[src/rtl/gc_pkg.sv]
// gc_pkg: FSM states, poll command, response field positions, decoded frame type and neutral values
package gc_pkg;
  typedef enum logic [2:0] {IDLE, TX_LOW, TX_HIGH, TX_STOP, RX_WAIT_FALL, RX_SAMPLE, CHECK, FAIL} gc_state_t;
  localparam logic [23:0] GC_POLL_CMD = 24'h400300;
  localparam logic [7:0] STICK_CENTRE = 8'd128;
  localparam logic [7:0] TRIG_REST = 8'd0;
  localparam int B0_MSB = 63, B1_MSB = 55, JOY_X_MSB = 47, JOY_Y_MSB = 39;
  localparam int C_X_MSB = 31, C_Y_MSB = 23, L_TRIG_MSB = 15, R_TRIG_MSB = 7;
  localparam int BIT_A = 0, BIT_B = 1, BIT_X = 2, BIT_Y = 3, BIT_START = 4;
  localparam int BIT_LEFT = 0, BIT_RIGHT = 1, BIT_DOWN = 2, BIT_UP = 3, BIT_Z = 4, BIT_R = 5, BIT_L = 6;
  typedef struct packed {
    logic [4:0] btn0;
    logic [6:0] btn1;
    logic [7:0] joy_x, joy_y, c_x, c_y, l_trig, r_trig;
  } gc_frame_t;
  localparam gc_frame_t NEUTRAL_FRAME = '{5'd0, 7'd0, STICK_CENTRE, STICK_CENTRE, STICK_CENTRE, STICK_CENTRE, TRIG_REST, TRIG_REST};
  function automatic logic frame_ok(input logic [63:0] r);
    return r[B0_MSB -: 3] == 3'b000 && r[B1_MSB];
  endfunction
  function automatic gc_frame_t decode(input logic [63:0] r);
    return '{r[B0_MSB-3 -: 5], r[B1_MSB-1 -: 7], r[JOY_X_MSB -: 8], r[JOY_Y_MSB -: 8],
             r[C_X_MSB -: 8], r[C_Y_MSB -: 8], r[L_TRIG_MSB -: 8], r[R_TRIG_MSB -: 8]};
  endfunction
endpackage

[src/rtl/gc_controller_poller_if.sv]
// gc_controller_poller_if: open-drain bus (data_in/data_oe, rumble under GC_RUMBLE_EN) plus decoded frame outputs
interface gc_controller_poller_if;
  logic data_in, data_oe;
`ifdef GC_RUMBLE_EN
  logic rumble;
`endif
  logic A, B, X, Y, start_pause, L, R, Z, D_UP, D_DOWN, D_RIGHT, D_LEFT;
  logic [7:0] JOY_X, JOY_Y, C_STICK_X, C_STICK_Y, L_TRIGGER, R_TRIGGER;
  logic controller_present, frame_valid;
  modport master (
    input data_in,
`ifdef GC_RUMBLE_EN
    input rumble,
`endif
    output data_oe, A, B, X, Y, start_pause, L, R, Z, D_UP, D_DOWN, D_RIGHT, D_LEFT,
    output JOY_X, JOY_Y, C_STICK_X, C_STICK_Y, L_TRIGGER, R_TRIGGER, controller_present, frame_valid
  );
  modport slave (
    output data_in,
`ifdef GC_RUMBLE_EN
    output rumble,
`endif
    input data_oe, A, B, X, Y, start_pause, L, R, Z, D_UP, D_DOWN, D_RIGHT, D_LEFT,
    input JOY_X, JOY_Y, C_STICK_X, C_STICK_Y, L_TRIGGER, R_TRIGGER, controller_present, frame_valid
  );
endinterface

[src/rtl/gc_bit_timer.sv]
// gc_bit_timer: down-counter loaded with us*CYCLES_PER_US on clk (sync reset), done pulses in the last cycle of the interval
module gc_bit_timer #(
  parameter int CYCLES_PER_US = 25
) (
  input  logic       clk,
  input  logic       reset,
  input  logic       load,
  input  logic [1:0] us,
  output logic       done
);
  localparam int W = $clog2(3 * CYCLES_PER_US + 1);
  logic [W-1:0] cnt;
  always_ff @(posedge clk)
    if (reset) cnt <= '0;
    else cnt <= load ? W'(32'(us) * CYCLES_PER_US) : (cnt == '0 ? cnt : cnt - 1'b1);
  assign done = cnt == W'(1);
endmodule

[src/rtl/gc_controller_poller.sv]
// gc_controller_poller: polls a GameCube pad (clk, sync reset; bus = data_in/data_oe + registered frame outputs; GC_RUMBLE_EN adds bus.rumble)
module gc_controller_poller
  import gc_pkg::*;
#(
  parameter int CYCLES_PER_US = 25,
  parameter int POLL_PERIOD = 416667,
  parameter int TIMEOUT_US = 100
) (
  input logic clk,
  input logic reset,
  gc_controller_poller_if.master bus
);
  localparam int TO_CYC = TIMEOUT_US * CYCLES_PER_US;
  localparam int PW = $clog2(POLL_PERIOD + 1);
  localparam int OW = $clog2(TO_CYC + 1);
  gc_state_t state, nxt;
  logic q1, q2, fall, oe, fv, present, cur_bit, nxt_bit, rum, tm_load, tm_done, last_poll, timeout;
  logic [1:0] tm_us;
  logic [4:0] idx, nxt_idx;
  logic [6:0] bit_cnt;
  logic [PW-1:0] poll_cnt;
  logic [OW-1:0] to_cnt;
  logic [63:0] sr;
  gc_frame_t frame_q;
`ifdef GC_RUMBLE_EN
  assign rum = bus.rumble;
`else
  assign rum = 1'b0;
`endif
  assign fall = !q1 && q2;
  assign last_poll = poll_cnt == PW'(POLL_PERIOD - 1);
  assign timeout = to_cnt == OW'(TO_CYC - 1);
  assign nxt_idx = state == IDLE ? 5'd0 : idx + 5'd1;
  assign nxt_bit = nxt_idx == 5'd23 ? rum : GC_POLL_CMD[5'd23 - nxt_idx];
  gc_bit_timer #(.CYCLES_PER_US(CYCLES_PER_US)) u_timer (
    .clk(clk), .reset(reset), .load(tm_load), .us(tm_us), .done(tm_done)
  );
  always_comb begin
    nxt = state;
    tm_load = 1'b0;
    tm_us = 2'd1;
    case (state)
      IDLE: if (last_poll) begin
        nxt = TX_LOW;
        tm_load = 1'b1;
        tm_us = nxt_bit ? 2'd1 : 2'd3;
      end
      TX_LOW: if (tm_done) begin
        nxt = TX_HIGH;
        tm_load = 1'b1;
        tm_us = cur_bit ? 2'd3 : 2'd1;
      end
      TX_HIGH: if (tm_done) begin
        nxt = idx == 5'd23 ? TX_STOP : TX_LOW;
        tm_load = 1'b1;
        tm_us = idx == 5'd23 || nxt_bit ? 2'd1 : 2'd3;
      end
      TX_STOP: if (tm_done) nxt = RX_WAIT_FALL;
      RX_WAIT_FALL: if (fall) begin
        nxt = RX_SAMPLE;
        tm_load = 1'b1;
        tm_us = 2'd2;
      end else if (timeout) nxt = FAIL;
      RX_SAMPLE: if (tm_done) nxt = bit_cnt == 7'd63 ? CHECK : RX_WAIT_FALL;
      CHECK: nxt = frame_ok(sr) ? IDLE : FAIL;
      default: nxt = IDLE;
    endcase
  end
  always_ff @(posedge clk)
    if (reset) begin
      state <= IDLE;
      {q1, q2} <= 2'b11;
      oe <= 1'b0;
      fv <= 1'b0;
      present <= 1'b0;
      cur_bit <= 1'b0;
      idx <= '0;
      bit_cnt <= '0;
      poll_cnt <= '0;
      to_cnt <= '0;
      sr <= '0;
      frame_q <= NEUTRAL_FRAME;
    end else begin
      state <= nxt;
      q1 <= bus.data_in;
      q2 <= q1;
      oe <= nxt == TX_LOW || nxt == TX_STOP;
      poll_cnt <= state == IDLE && !last_poll ? poll_cnt + 1'b1 : '0;
      to_cnt <= state == RX_WAIT_FALL && !fall ? to_cnt + 1'b1 : '0;
      fv <= state == CHECK && frame_ok(sr);
      // The bit value is latched when its low phase starts so the high phase (and rumble) stays consistent.
      if (nxt == TX_LOW && tm_load) begin
        idx <= nxt_idx;
        cur_bit <= nxt_bit;
      end
      if (state == TX_STOP) bit_cnt <= '0;
      else if (state == RX_SAMPLE && tm_done) begin
        sr <= {sr[62:0], q2};
        bit_cnt <= bit_cnt + 7'd1;
      end
      if (state == CHECK && frame_ok(sr)) begin
        frame_q <= decode(sr);
        present <= 1'b1;
      end else if (state == FAIL) begin
        frame_q <= NEUTRAL_FRAME;
        present <= 1'b0;
      end
    end
  assign bus.data_oe = oe;
  assign bus.frame_valid = fv;
  assign bus.controller_present = present;
  assign bus.A = frame_q.btn0[BIT_A];
  assign bus.B = frame_q.btn0[BIT_B];
  assign bus.X = frame_q.btn0[BIT_X];
  assign bus.Y = frame_q.btn0[BIT_Y];
  assign bus.start_pause = frame_q.btn0[BIT_START];
  assign bus.L = frame_q.btn1[BIT_L];
  assign bus.R = frame_q.btn1[BIT_R];
  assign bus.Z = frame_q.btn1[BIT_Z];
  assign bus.D_UP = frame_q.btn1[BIT_UP];
  assign bus.D_DOWN = frame_q.btn1[BIT_DOWN];
  assign bus.D_RIGHT = frame_q.btn1[BIT_RIGHT];
  assign bus.D_LEFT = frame_q.btn1[BIT_LEFT];
  assign bus.JOY_X = frame_q.joy_x;
  assign bus.JOY_Y = frame_q.joy_y;
  assign bus.C_STICK_X = frame_q.c_x;
  assign bus.C_STICK_Y = frame_q.c_y;
  assign bus.L_TRIGGER = frame_q.l_trig;
  assign bus.R_TRIGGER = frame_q.r_trig;
endmodule
[src/flat_wrapper.sv]
// flat-port wrapper written by rule: the top's interface ports become plain ports
module gc_controller_poller_flat import gc_pkg::*;
#(
  parameter int CYCLES_PER_US = 25,
  parameter int POLL_PERIOD = 416667,
  parameter int TIMEOUT_US = 100
)
  (clk, reset, bus_data_in, bus_data_oe, bus_A, bus_B, bus_X, bus_Y, bus_start_pause, bus_L, bus_R, bus_Z, bus_D_UP, bus_D_DOWN, bus_D_RIGHT, bus_D_LEFT, bus_JOY_X, bus_JOY_Y, bus_C_STICK_X, bus_C_STICK_Y, bus_L_TRIGGER, bus_R_TRIGGER, bus_controller_present, bus_frame_valid);
  gc_controller_poller_if bus_i ();
  input logic clk;
  input logic reset;
  input wire logic [$bits(bus_i.data_in)-1:0] bus_data_in;
  output wire logic [$bits(bus_i.data_oe)-1:0] bus_data_oe;
  output wire logic [$bits(bus_i.A)-1:0] bus_A;
  output wire logic [$bits(bus_i.B)-1:0] bus_B;
  output wire logic [$bits(bus_i.X)-1:0] bus_X;
  output wire logic [$bits(bus_i.Y)-1:0] bus_Y;
  output wire logic [$bits(bus_i.start_pause)-1:0] bus_start_pause;
  output wire logic [$bits(bus_i.L)-1:0] bus_L;
  output wire logic [$bits(bus_i.R)-1:0] bus_R;
  output wire logic [$bits(bus_i.Z)-1:0] bus_Z;
  output wire logic [$bits(bus_i.D_UP)-1:0] bus_D_UP;
  output wire logic [$bits(bus_i.D_DOWN)-1:0] bus_D_DOWN;
  output wire logic [$bits(bus_i.D_RIGHT)-1:0] bus_D_RIGHT;
  output wire logic [$bits(bus_i.D_LEFT)-1:0] bus_D_LEFT;
  output wire logic [$bits(bus_i.JOY_X)-1:0] bus_JOY_X;
  output wire logic [$bits(bus_i.JOY_Y)-1:0] bus_JOY_Y;
  output wire logic [$bits(bus_i.C_STICK_X)-1:0] bus_C_STICK_X;
  output wire logic [$bits(bus_i.C_STICK_Y)-1:0] bus_C_STICK_Y;
  output wire logic [$bits(bus_i.L_TRIGGER)-1:0] bus_L_TRIGGER;
  output wire logic [$bits(bus_i.R_TRIGGER)-1:0] bus_R_TRIGGER;
  output wire logic [$bits(bus_i.controller_present)-1:0] bus_controller_present;
  output wire logic [$bits(bus_i.frame_valid)-1:0] bus_frame_valid;
  assign bus_i.data_in = bus_data_in;
  assign bus_data_oe = bus_i.data_oe;
  assign bus_A = bus_i.A;
  assign bus_B = bus_i.B;
  assign bus_X = bus_i.X;
  assign bus_Y = bus_i.Y;
  assign bus_start_pause = bus_i.start_pause;
  assign bus_L = bus_i.L;
  assign bus_R = bus_i.R;
  assign bus_Z = bus_i.Z;
  assign bus_D_UP = bus_i.D_UP;
  assign bus_D_DOWN = bus_i.D_DOWN;
  assign bus_D_RIGHT = bus_i.D_RIGHT;
  assign bus_D_LEFT = bus_i.D_LEFT;
  assign bus_JOY_X = bus_i.JOY_X;
  assign bus_JOY_Y = bus_i.JOY_Y;
  assign bus_C_STICK_X = bus_i.C_STICK_X;
  assign bus_C_STICK_Y = bus_i.C_STICK_Y;
  assign bus_L_TRIGGER = bus_i.L_TRIGGER;
  assign bus_R_TRIGGER = bus_i.R_TRIGGER;
  assign bus_controller_present = bus_i.controller_present;
  assign bus_frame_valid = bus_i.frame_valid;
  gc_controller_poller #(.CYCLES_PER_US(CYCLES_PER_US), .POLL_PERIOD(POLL_PERIOD), .TIMEOUT_US(TIMEOUT_US)) u_core (.clk(clk), .reset(reset), .bus(bus_i));
endmodule
[config.mk]
export PLATFORM = sky130hd
export DESIGN_NAME = gc_controller_poller_flat
export DESIGN_NICKNAME = d
export VERILOG_FILES = /design/src/rtl/gc_pkg.sv /design/src/rtl/gc_controller_poller_if.sv /design/src/rtl/gc_bit_timer.sv /design/src/rtl/gc_controller_poller.sv /design/src/flat_wrapper.sv
export SDC_FILE = /design/constraint.sdc
export NUM_CORES = 1
export LEC_CHECK = 0
export ABC_CLOCK_PERIOD_IN_PS = 8100
export BUFFER_PORTS_ARGS = -buffer_cell sky130_fd_sc_hd__buf_2
export CORE_MARGIN = 3
export CORE_UTILIZATION = 35
export CTS_CLUSTER_DIAMETER = 40
export CTS_CLUSTER_SIZE = 28
export DETAILED_ROUTE_END_ITERATION = 10
export SYNTH_ARGS = -nofsm -noshare
export SYNTH_HDL_FRONTEND = slang
export SYNTH_SLANG_ARGS = --single-unit
[constraint.sdc]
create_clock -name clk -period 8.1 [get_ports clk]
set_input_delay 0.405 -clock clk [delete_from_list [all_inputs] [get_ports clk]]
set_output_delay 0.405 -clock clk [all_outputs]
set_load 0.01 [all_outputs]
# After elaboration in Yosys (flattened, before gate mapping)
# Memories as Yosys holds them, arrays and structs flattened.
# Index checks and enable logic that the tools add are counted.
[classes]
bitwise = 3
eq_ne = 16
n_lt_le_gt_ge = 1
addsub = 6
n_reduce_logical = 21
multipliers = 1
n_mux = 32
[op_table]
columns = ["op", "count"]
rows = [
  ["$mux W60", 2],
  ["$mux W3", 8],
  ["$pmux W3 S7", 1],
  ["$add A19 B1 Y19 const B", 1],
  ["$eq A19 B19 Y1 const B", 1],
  ["$mux W2", 9],
  ["$mux W7", 2],
  ["$add A12 B1 Y12 const B", 1],
  ["$eq A12 B12 Y1 const B", 1],
  ["$eq A3 B3 Y1 const B", 4],
  ["$eq A5 B5 Y1 const B", 2],
  ["$eq A3 B2 Y1 const B", 3],
  ["$pmux W2 S4", 1],
  ["$reduce_or A2 Y1", 4],
  ["$add A7 B1 Y7 const B", 1],
  ["$eq A7 B1 Y1 const B", 1],
  ["$eq A7 B6 Y1 const B", 1],
  ["$logic_and A1 B1 Y1", 7],
  ["$logic_not A7 Y1", 1],
  ["$mul A2 B5 Y7 const B", 1],
  ["$mux W1", 7],
  ["$sub A7 B1 Y7 const B", 1],
  ["$eq A3 B1 Y1 const B", 2],
  ["$logic_not A3 Y1", 2],
  ["11 further kinds", 16],
]
[word_totals]
n_memories = 1
mem_bits_ro = 32
ff_bits = 183
word_cells = 102
in_bits = 3
output_inout_bits = 63
[mem_list]
columns = ["memory", "words", "width", "read_ports", "rd_ports_with_merged_regs", "wr", "line_no", "text"]
rows = [
  ["(no name shown)", 32, 1, 1, 0, 0, "gc_controller_poller.sv:34", "assign nxt_bit = nxt_idx == 5'd23 ? rum : GC_POLL_CMD[5'd23 - nxt_idx];"],
]

# Depth between registers and ports, before layout
[logic_depth]
ltp_word = 12
ltp_mapped = 13
mapped_depth_nobuf = 12

# By module
# From an unflattened synthesis, not the netlist that was laid out.
[hier_totals]
cells_unflattened = 745
hier_area_um2 = 6935.4
[modules_own_cells]
columns = ["mod", "n_inst", "area_each_um2", "seq_area_each_um2", "cells_per_inst"]
rows = [
  ["gc_controller_poller", 1, 6510.0, 3523.4, 698],
  ["gc_bit_timer", 1, 425.4, 140.1, 47],
]

# Worst setup path before layout
# No wires, ideal clock.
[synth_timing]
kind = "reg-to-reg"
startpoint = "register u_core.state[2]"
endpoint = "register u_core.u_timer.cnt[4]"
arrival_ps = 2602
setup_ps = 71
path_buffers = 2
stages_incl_launch_ff = 13
required_time_ps = 8029
period_less_slack_ps = 2672
path_slack_ps = 5428
cell_sequence = "dfxtp_1 clkbuf_1 buf_1 nor3_1 nor2_1 inv_1 ha_1 nand4b_1 o31ai_1 o22ai_2 ha_1 a21o_1 a21oi_1"
[synth_between]
elab_chain_cells = 12
elab_cells_between_ends = 21
cone_classes = "1 x add/sub; 1 x mul; 5 x eq/ne; 10 x mux; 3 x reduce/logical; 1 x memory"
[synth_lines]
columns = ["item", "line_no", "text"]
rows = [
  ["start, declared", "gc_controller_poller.sv:16", "gc_state_t state, nxt;"],
  ["start signal, assigned", "gc_controller_poller.sv:84", "state <= nxt;"],
  ["$logic_not A3 Y1", "gc_controller_poller.sv:33, gc_controller_poller.sv:42", ""],
  ["$mux W5", "gc_controller_poller.sv:33", "assign nxt_idx = state == IDLE ? 5'd0 : idx + 5'd1;"],
  ["$sub A5 B5 Y5", "gc_controller_poller.sv:34", ""],
  ["$mem_v2 Z32 W1", "n/a", ""],
  ["$mux W1 (not written as such)", "gc_controller_poller.sv:34", ""],
  ["$mux W1", "gc_controller_poller.sv:34", ""],
  ["$logic_or A1 B1 Y1", "gc_controller_poller.sv:56", "tm_us = idx == 5'd23 || nxt_bit ? 2'd1 : 2'd3;"],
  ["$mux W2", "gc_controller_poller.sv:56", ""],
  ["$mux W2", "gc_controller_poller.sv:53", "TX_HIGH: if (tm_done) begin"],
  ["$pmux W2 S4", "gc_controller_poller.sv:42", "case (state)"],
  ["$mul A2 B5 Y7", "gc_bit_timer.sv:15", "else cnt <= load ? W'(32'(us) * CYCLES_PER_US) : (cnt == '0 ? cnt : cnt - 1'b1);"],
  ["$mux W7", "gc_bit_timer.sv:15", ""],
  ["end signal, assigned", "gc_bit_timer.sv:15", ""],
  ["end, declared", "gc_bit_timer.sv:12", "logic [W-1:0] cnt;"],
]
# Parallel ways exist; a longest one is shown, timed or not. The select of a mux whose other input is x is not followed.
# A chain may end at the register's enable or synchronous reset.

# Worst setup path in the final report
# Same ends and word-level chain as after synthesis.

==> impl_metrics.csv <==
group,metric,value,unit
outcome,status,"complete, no violations",
yosys,netlist_instances,754,
cells_and_area,layout-drive-gt1-share,13.6,%
yosys,ys_seq_area_share,53.1,%
yosys,ys_types,51,
yosys,postSynthAreaPerCell,9.16,sq um
power,finalPower,1.87,mW
die,initial_utilization,36.3,%
yosys,muxShareOfSynthArea,0.888,%
power,irDropWorstVdd,0.123,mV
cells_and_area,n_antenna_cell,0,
die,die_h,146,microns
cts,cts_tree,"yes",
die,rows,50,
detailed_routing,wirelength,14200,microns
cells_and_area,final_cell_mix,"dfxtp_1, nand2_1, a21oi_1",
cts,cts-root-buf,"clkbuf_16",
yosys,synth-edff-count,0,
power,power_density,234,nW/um^2
cells_and_area,instances_no_fill,1069,
timing,fin_crit,2.84,ns
detailed_routing,drt.antenna.violating_nets,0,
cts,cts.path.max_buffers,2,
yosys,synth_area_leader_cell,"dfxtp_1",
yosys,synth_compound_area_share,16.4,%
timing,setup_viol,0,
yosys,synth_xor_area_share,5.07,%
die,boundaryPins,66,
cts,cts_setup_buffers,0,
job,maxCapViolCount,0,
hold_path,hp-class,"input port to flop",
timing,max_slew.worst_pin.slew,0.949,ns
place,dpl.hpwl,8930,microns
cts,cts_hold_buffers,0,
timing,period_share,35.1,%
cells_and_area,final_common_cell,"dfxtp_1",
die,core,19000,sq um
timing,skew,0.00999,ns
yosys,synth.top_cell.area_share,53.1,%
die,die-area,21400,sq um
timing,rsz0062_at_grt,"no",
cells_and_area,syn_to_final_growth,15.6,%
setup_path,start_kind,"flop",
cts,cts_buffers,17,
timing,finalSetupTns,0,ns
cts,ctsResizeCount,0,
setup_path,critPathRequiredTime,8.45,ns
die,die_x,146,microns
power,p_leak,2.98,nW
cts,path_clk_slew,0.07,ns
cts,cts.sinks,183,
timing,hold_viol,0,
timing,fmax,0.352,GHz
yosys,yosys.area_share.simple,19.3,%
cts,worstSkewPairLatency,0.42,ns
place,io_buffer_count,65,
grt,grt_pass1_wl,23800,microns
timing,drv_slew,0,
cells_and_area,final_core_util,42.0,%
yosys,synth_area,6900,sq um
detailed_routing,drt_first_pass_iters,6,
yosys,synthTopCellsByArea,"dfxtp_1, nand2_1, a22o_1",
grt,overflow,0,
yosys,synth-adder-area-share,1.81,%
yosys,yosys_register_bits,183,
place,finalWeightedCongestion,0.753,
setup_path,crit_fanout,21,
setup_path,critical_path_class,"flop to flop",
yosys,async_flop_share,0,%
detailed_routing,wire_per_inst,13.3,microns
timing,slew_headroom,36.7,%
detailed_routing,drc,0,
yosys,synth_ff_type,"dfxtp_1",
setup_path,endpoint_kind,"flop",
cells_and_area,fillers,1899,
timing,whs,0.184,ns
grt,grt_max_degree,89,
detailed_routing,via_count,5283,
grt,antenna_found_initial,0,
detailed_routing,viasPerCell,4.94,
setup_path,critPathArrivalTime,3.19,ns
cts,htree_num_levels,4,
grt,grt_pass1_vias,4869,
detailed_routing,drt_iter0_drc,345,
grt,grt_usage,13.2,%
yosys,syn-num-nets,767,
yosys,yosysWarnings,0,
cells_and_area,fin_nets,810,
place,placed_cells,1038,
yosys,synth_top_family_by_area,"simple AND/OR/NAND/NOR gates",
-- Yosys cell counts (12+ instances only) --
master and number:
nand4_1 16, clkbuf_1 30, nor2_1 52, xnor2_1 20, buf_2 13, dfxtp_1 183
and3_1 12, nand3_1 14, a21oi_1 75, nand2_1 156, a22o_1 56, xor2_1 20
-- cell families after synthesis --
group	count (synthesis)
AO/OA/AOI/OAI	164
XOR/XNOR	40
adder cells (fa/ha/maj)	10
buffers and inverters	57
flip-flops	183
multiplexers	6
AND/OR/NAND/NOR	294
-- power breakdown --
part | switching (mW) | internal (mW)
sequential | 0.0149 | 0.916
clock | 0.347 | 0.450
combinational | 0.0806 | 0.0633
-- per-stage QoR --
| stage | area [sq um] | setup slack (ns) |
|---|---|---|
| CTS | 7980 | 5.25 |
| floorplan | 6900 | 5.43 |
| finish | 7980 | 5.26 |
| detailed placement | 7410 | 5.26 |
| global placement | 7410 | 5.28 |
| global route | 7980 | 4.97 |
-- state kept, by name, summed over array words and instances, names as in the netlist, 7 cells and up --
name	cells
u_core.bus.C_STICK_Y	8
u_core.bus.JOY_Y	8
u_core.bit_cnt	7
u_core.u_timer.cnt	7
u_core.bus.C_STICK_X	8
u_core.bus.R_TRIGGER	8
u_core.sr	64
u_core.to_cnt	12
u_core.bus.L_TRIGGER	8
u_core.bus.JOY_X	8
u_core.poll_cnt	19
-- cell type report --
cell class	count	area [sq um]	share of cell area, %
Clock inverter	9	95.1	1.19
Tap cell	260	325	4.07
Inverter	11	41.3	0.517
Clock buffer	22	474	5.94
Timing Repair Buffer	70	363	4.54
Sequential cell	183	3660	45.9
Multi-Input combinational cell	514	3020	37.8
-- worst max-delay path: stages (launching register included) --
cell	delay (ns)
dfxtp_1	0.79
nor3_1	0.21
nor2_1	0.19
inv_1	0.06
ha_1	0.30
nand4b_1	0.17
o31ai_1	0.30
o22ai_2	0.17
ha_1	0.32
a21o_1	0.15
a21oi_1	0.10
-- routing by layer --
metal	vias up	GRT usage [%]	part of all wire, %
li1	2714	-	-
met1	2474	17.9	52
met2	81	20.3	44
met3	14	3.38	3.1
met4	0	4.75	1.3
met5	-	0	0
-- path summary, 6_finish.rpt --
check / cells past startpoint / from / endpoint / slack, ns
setup reg to reg: 10 / u_core.state[2] / u_core.u_timer.cnt[4] / 5.26
hold reg to reg: 2 / u_core.q2 / u_core.sr[0] / 0.45
setup / recovery: 10 / u_core.state[2] / u_core.u_timer.cnt[4] / 5.26
hold / removal: 2 / bus_data_in / u_core.q1 / 0.18
No activity file was read; power rests on OpenSTA's default activity.
